[src/rtl/mem_if_pkg.sv]
// Shared definitions for the unified-memory arbiter: bus defaults, FSM states, owner codes.
package mem_if_pkg;

  localparam int unsigned DEF_ADDR_W  = 16;
  localparam int unsigned DEF_DATA_W  = 16;
  localparam int unsigned DEF_MEM_LAT = 4;

  typedef enum logic [1:0] {
    ARB_IDLE = 2'd0,
    ARB_WAIT = 2'd1,
    ARB_RESP = 2'd2
  } arbState_t;

  localparam logic OWN_I = 1'b0;
  localparam logic OWN_D = 1'b1;

endpackage

[src/rtl/arb_rr2.sv]
// Two-way round-robin pick between fetch (I) and data (D) requests.
module arb_rr2
  import mem_if_pkg::*;
(
  input  logic req_i,
  input  logic req_d,
  input  logic last_owner,
  output logic grant_valid,
  output logic grant_owner
);

  // Lone requester wins; on contention the side that did not go last wins.
  always_comb begin
    grant_valid = req_i | req_d;
    grant_owner = OWN_I;
    if (req_i && req_d) begin
      grant_owner = (last_owner == OWN_I) ? OWN_D : OWN_I;
    end else if (req_d) begin
      grant_owner = OWN_D;
    end
  end

endmodule

[src/rtl/mem_arbiter.sv]
// Shares a single-ported fixed-latency memory between fetch and data sides,
// one access in flight, round-robin on contention.
module mem_arbiter
  import mem_if_pkg::*;
#(
  parameter int unsigned ADDR_W  = DEF_ADDR_W,
  parameter int unsigned DATA_W  = DEF_DATA_W,
  parameter int unsigned MEM_LAT = DEF_MEM_LAT
) (
  input  logic              clk,
  input  logic              rst_n,
  input  logic              i_req,
  input  logic [ADDR_W-1:0] i_addr,
  output logic              i_ack,
  output logic [DATA_W-1:0] i_rdata,
  input  logic              d_req,
  input  logic              d_we,
  input  logic [ADDR_W-1:0] d_addr,
  input  logic [DATA_W-1:0] d_wdata,
  output logic              d_ack,
  output logic [DATA_W-1:0] d_rdata,
  output logic              mem_en,
  output logic              mem_wr,
  output logic [ADDR_W-1:0] mem_addr,
  output logic [DATA_W-1:0] mem_wdata,
  input  logic [DATA_W-1:0] mem_rdata,
  output logic              busy,
  output logic              owner
);

  localparam int unsigned CNT_W = $clog2(MEM_LAT + 1);

  arbState_t          state, stateNext;
  logic [CNT_W-1:0]   cnt, cntNext;
  logic               lastOwner, lastOwnerNext;
  logic               grantValid, grantOwner;

  logic               memEnNext, memWrNext, iAckNext, dAckNext, busyNext, ownerNext;
  logic [ADDR_W-1:0]  memAddrNext;
  logic [DATA_W-1:0]  memWdataNext, iRdataNext, dRdataNext;

  arb_rr2 uPick (
    .req_i       (i_req),
    .req_d       (d_req),
    .last_owner  (lastOwner),
    .grant_valid (grantValid),
    .grant_owner (grantOwner)
  );

  // State register plus all registered outputs; reset abandons any in-flight access.
  always_ff @(posedge clk or negedge rst_n) begin
    if (!rst_n) begin
      state     <= ARB_IDLE;
      cnt       <= '0;
      lastOwner <= OWN_D;
      owner     <= OWN_I;
      mem_en    <= 1'b0;
      mem_wr    <= 1'b0;
      mem_addr  <= '0;
      mem_wdata <= '0;
      i_ack     <= 1'b0;
      d_ack     <= 1'b0;
      i_rdata   <= '0;
      d_rdata   <= '0;
      busy      <= 1'b0;
    end else begin
      state     <= stateNext;
      cnt       <= cntNext;
      lastOwner <= lastOwnerNext;
      owner     <= ownerNext;
      mem_en    <= memEnNext;
      mem_wr    <= memWrNext;
      mem_addr  <= memAddrNext;
      mem_wdata <= memWdataNext;
      i_ack     <= iAckNext;
      d_ack     <= dAckNext;
      i_rdata   <= iRdataNext;
      d_rdata   <= dRdataNext;
      busy      <= busyNext;
    end
  end

  // Next-state and next-output logic: IDLE grants, WAIT counts latency, RESP acks.
  always_comb begin
    stateNext     = state;
    cntNext       = cnt;
    lastOwnerNext = lastOwner;
    ownerNext     = owner;
    memEnNext     = 1'b0;
    memWrNext     = mem_wr;
    memAddrNext   = mem_addr;
    memWdataNext  = mem_wdata;
    iAckNext      = 1'b0;
    dAckNext      = 1'b0;
    iRdataNext    = i_rdata;
    dRdataNext    = d_rdata;

    case (state)
      ARB_IDLE: begin
        if (grantValid) begin
          ownerNext     = grantOwner;
          lastOwnerNext = grantOwner;
          cntNext       = CNT_W'(1);
          memEnNext     = 1'b1;
          if (grantOwner == OWN_D) begin
            memWrNext    = d_we;
            memAddrNext  = d_addr;
            memWdataNext = d_wdata;
          end else begin
            memWrNext    = 1'b0;
            memAddrNext  = i_addr;
          end
          stateNext = ARB_WAIT;
        end
      end
      ARB_WAIT: begin
        if (cnt == CNT_W'(MEM_LAT)) begin
          // Read data is valid only in this cycle; a write leaves d_rdata alone.
          if (owner == OWN_I) begin
            iRdataNext = mem_rdata;
            iAckNext   = 1'b1;
          end else begin
            if (!mem_wr) dRdataNext = mem_rdata;
            dAckNext = 1'b1;
          end
          memWrNext = 1'b0;
          stateNext = ARB_RESP;
        end else begin
          cntNext = cnt + CNT_W'(1);
        end
      end
      ARB_RESP: begin
        stateNext = ARB_IDLE;
      end
      default: begin
        stateNext = ARB_IDLE;
      end
    endcase

    busyNext = (stateNext != ARB_IDLE);
  end

endmodule

[config.mk]
export PLATFORM = sky130hd
export DESIGN_NAME = mem_arbiter
export DESIGN_NICKNAME = d
export VERILOG_FILES = /design/src/rtl/mem_if_pkg.sv /design/src/rtl/arb_rr2.sv /design/src/rtl/mem_arbiter.sv
export SDC_FILE = /design/constraint.sdc
export NUM_CORES = 1
export LEC_CHECK = 0
export ABC_AREA = 1
export BUFFER_PORTS_ARGS = -buffer_cell sky130_fd_sc_hd__buf_4
export CAP_MARGIN = 20
export CELL_PAD_IN_SITES_DETAIL_PLACEMENT = 1
export CELL_PAD_IN_SITES_GLOBAL_PLACEMENT = 1
export CORE_AREA = 2 2 98 148
export CTS_CLUSTER_DIAMETER = 150
export DETAILED_ROUTE_END_ITERATION = 10
export DIE_AREA = 0 0 100 150
export PLACE_DENSITY = 0.67
export SKIP_CTS_REPAIR_TIMING = 1
export SLEW_MARGIN = 20
export SYNTH_ARGS = -nofsm -noshare
export SYNTH_HDL_FRONTEND = slang
export SYNTH_SLANG_ARGS = --single-unit
[constraint.sdc]
create_clock -name clk -period 3.9 [get_ports clk]
set_clock_uncertainty 0.15 [all_clocks]
set_input_delay 0.39 -clock clk [delete_from_list [all_inputs] [get_ports clk]]
set_output_delay 0.39 -clock clk [all_outputs]
set_load 0.05 [all_outputs]
==> impl_results.md <==
- Leading cell type in the layout, fill and taps excluded: nand2_1
- Die Width: 100 µm
- Pre-antenna DRT Iters: 4
- Fraction of final layout cells with drive strength greater than 1: 0.311
- Final global-route overflow total: 0
- WP data required: roughly 4 ns
- Part of the Yosys area used for sequential elements: 0.563
- Sum of negative setup slack: 0 ns
- Pin slew with the least headroom to its limit: a little over 1 ns
- Clk sinks: 76
- Cell Chain, Critical Path: inv_1 -> nor2_2 -> nand2_4 -> nand2_1 -> nand2_1
- Via count of the first global-routing pass: ~3400
- IR drop worst, VDD: roughly 370 µV
- RSZ-0062 raised after global routing: no
- Average size of a mapped cell: between 8 and 9 µm²
- Total global routing track utilization: 0.141
- Total wire length: around 10000 µm
- Data arrival time of the critical path: between 2 and 2.5 ns
- First-pass GRT wire length: between 15000 and 20000 µm
- Number of endpoints failing setup at the final stage: 0
- Vias per std cell: between 4 and 5
- Yosys reg bits: 76
- Endpoint type of the worst setup path: register
- Endpoints failing hold: 0
- Total CTS buffers: 9
- Post-DP HPWL: 7850 µm
- Total power density per cell area: about 1100 mW/mm²
- # nets final: between 600 and 700
- TritonCTS clock tree: done
- Cell area reported after detailed placement: 0.00449 mm²
- Setup slack of the worst register-to-register path: ~1.8 ns
- Status: finished, final reports clean
- Total via count after detailed routing: 3081
- Number of warnings reported in the yosys synthesis log: 0
- # diodes: 0
- Number of distinct library cell variants in the gate-level netlist after synthesis: 19
- Clk buf depth: 2
- I/O Buffers: 138
- Leakage power figure: about 2.7 nW
- Antenna viol nets, final: 0
- Pin count of the biggest net entering global routing: between 70 and 80
- Deepest level of the CTS H-tree: 3
- Initial antenna violation count: 0
- Wirelength per Cell: between 10 and 15 µm
- Max capacitance violation total: 0
- Rows: 53
- Clock Tree Root: clkbuf_16
- I/O Pins: approximately 140
- Normalized max-slew margin: 0.330
- Crit-path slowest cell: nor2_2
- Critical path type: reg2reg
- Layout Cell Area excl Fill: about 0.0048 mm²
- Number of remaining DRC errors: 0
- Synthesized netlist net count: 472
- Most common cell type on the critical path: nand2_1
- Final estimated routing congestion in global placement: a little under 0.8
- Fmax: roughly 470 MHz
- DRC marker count from the first detailed-route iteration: 85
- Most frequent cells in the layout: 160 x nand2_1, 138 x buf_4, 86 x nand3_1
- Number of filler instances in the final layout: roughly 1700
- Total standard cell area after synthesis: between 0.003 and 0.004 mm²
- Die height: roughly 150 µm
- Max-slew violation total from the final report: 0
- Final cell count without fillers: approximately 700
- Clock Latency Late Sink: ~0.33 ns
- Shortest period the worst path allows: roughly 2.1 ns
- CP Launch Type: register
- Worst Path Max Fanout: 20
- Register clock-pin slew on the reported worst setup and hold paths: 0.06 ns
- Starting Density: 0.245
- Final Cycle Share: 0.543
- Area overhead of the layout relative to synthesis: 42.5%
- Total core area: approximately 0.014 mm²
- Classification of the worst-slack hold path: in2async
- Delay of the slowest cell on the worst path: 0.73 ns
- Synthesized instance count: around 400
- Placed instance count: 686
- Die area: 0.0150 mm²
where the power goes:
group / internal (W) / switching (W) / leakage [nW]
registers: 0.00118 / 0.000252 / 0.923
logic: 0.000737 / 0.00201 / 1.64
clock network: 0.000564 / 0.000335 / 0.156
total: 0.00248 / 0.00259 / 2.72
layer usage:
layer  global-route usage  up-vias  wire, µm
li1                     -     1510         -
met4               0.0370        0        96
met1                0.157     1471      4040
met2                0.265       92      5620
met3               0.0350        8       629
met5                    0        -         0
cell usage after synthesis:
library cell / instances / share of area
nand2_1: 160 / 0.18
nand3_1: 86 / 0.13
dfrtp_1: 75 / 0.56
inv_1: 40 / 0.044
buf_2: 7 / 0.010
buf_6: 6 / 0.020
nor2_1: 5 / 0.0056
nand2_2: 4 / 0.0074
clkbuf_1: 3 / 0.0033
nand2_4: 3 / 0.010
buf_4: 2 / 0.0044
ha_1: 2 / 0.0074
nor2_4: 2 / 0.0067
dfstp_2: 1 / 0.0078
inv_2: 1 / 0.0011
nand4_1: 1 / 0.0019
nor2_2: 1 / 0.0019
nor2_8: 1 / 0.0059
o21ai_0: 1 / 0.0015
worst paths after layout:
check,cells after the start,from,endpoint
worst max-delay path,5,owner$_DFFE_PN0P_,d_rdata[15]$_DFFE_PN0P_
worst min-delay path,1,rst_n,i_rdata[2]$_DFFE_PN0P_
worst max register to register,5,owner$_DFFE_PN0P_,d_rdata[15]$_DFFE_PN0P_
worst min register to register,2,i_rdata[15]$_DFFE_PN0P_,i_rdata[15]$_DFFE_PN0P_
max in group asynchronous,1,rst_n,mem_addr[12]$_DFFE_PN0P_
min in group clk,3,d_wdata[12],mem_wdata[12]$_DFFE_PN0P_
final cells by class:
type	count	area, µm²	area share
Multi-Input combinational cell	266	1190	0.248
Timing Repair Buffer	138	1040	0.215
Clock buffer	9	225	0.0468
Tap cell	165	206	0.0429
Sequential cell	76	1900	0.395
Clock inverter	7	98.8	0.0205
Inverter	41	154	0.0319
sequential cells by signal, indices dropped and copies added, names as in the netlist:
| name | cells |
|---|---|
| busy | 1 |
| cnt | 3 |
| d_ack | 1 |
| d_rdata | 16 |
| i_ack | 1 |
| i_rdata | 16 |
| lastOwner | 1 |
| mem_addr | 16 |
| mem_en | 1 |
| mem_wdata | 16 |
| mem_wr | 1 |
| owner | 1 |
| state | 2 |
worst max-delay path, delay by kind of cell (launching register included):
family	cells	cell delay, ns
buffers and inverters	1	0.34
flip-flops	1	0.34
AND/OR/NAND/NOR	4	1.17
per-stage QoR:
step,utilization,power [W],hold WS (ns),worst slack [ns]
3_3_place_gp,0.326,0.00416,0.304,1.75
4_1_cts,0.349,0.00515,0.113,1.77
5_1_grt,0.349,0.00539,0.142,1.60
2_1_floorplan,-,0.00333,-0.0556,2.31
6_report,0.349,0.00507,0.0832,1.78
3_5_place_dp,0.326,0.00423,0.311,1.77
logic make-up after synthesis:
| kind of cell | count (synthesis) | synth area share |
|---|---|---|
| AND/OR/NAND/NOR | 263 | 0.344 |
| buffers and inverters | 59 | 0.0837 |
| adder cells (fa/ha/maj) | 2 | 0.00740 |
| AO/OA/AOI/OAI | 1 | 0.00148 |
| flip-flops | 76 | 0.563 |
Power figures use the tool's default switching activity.
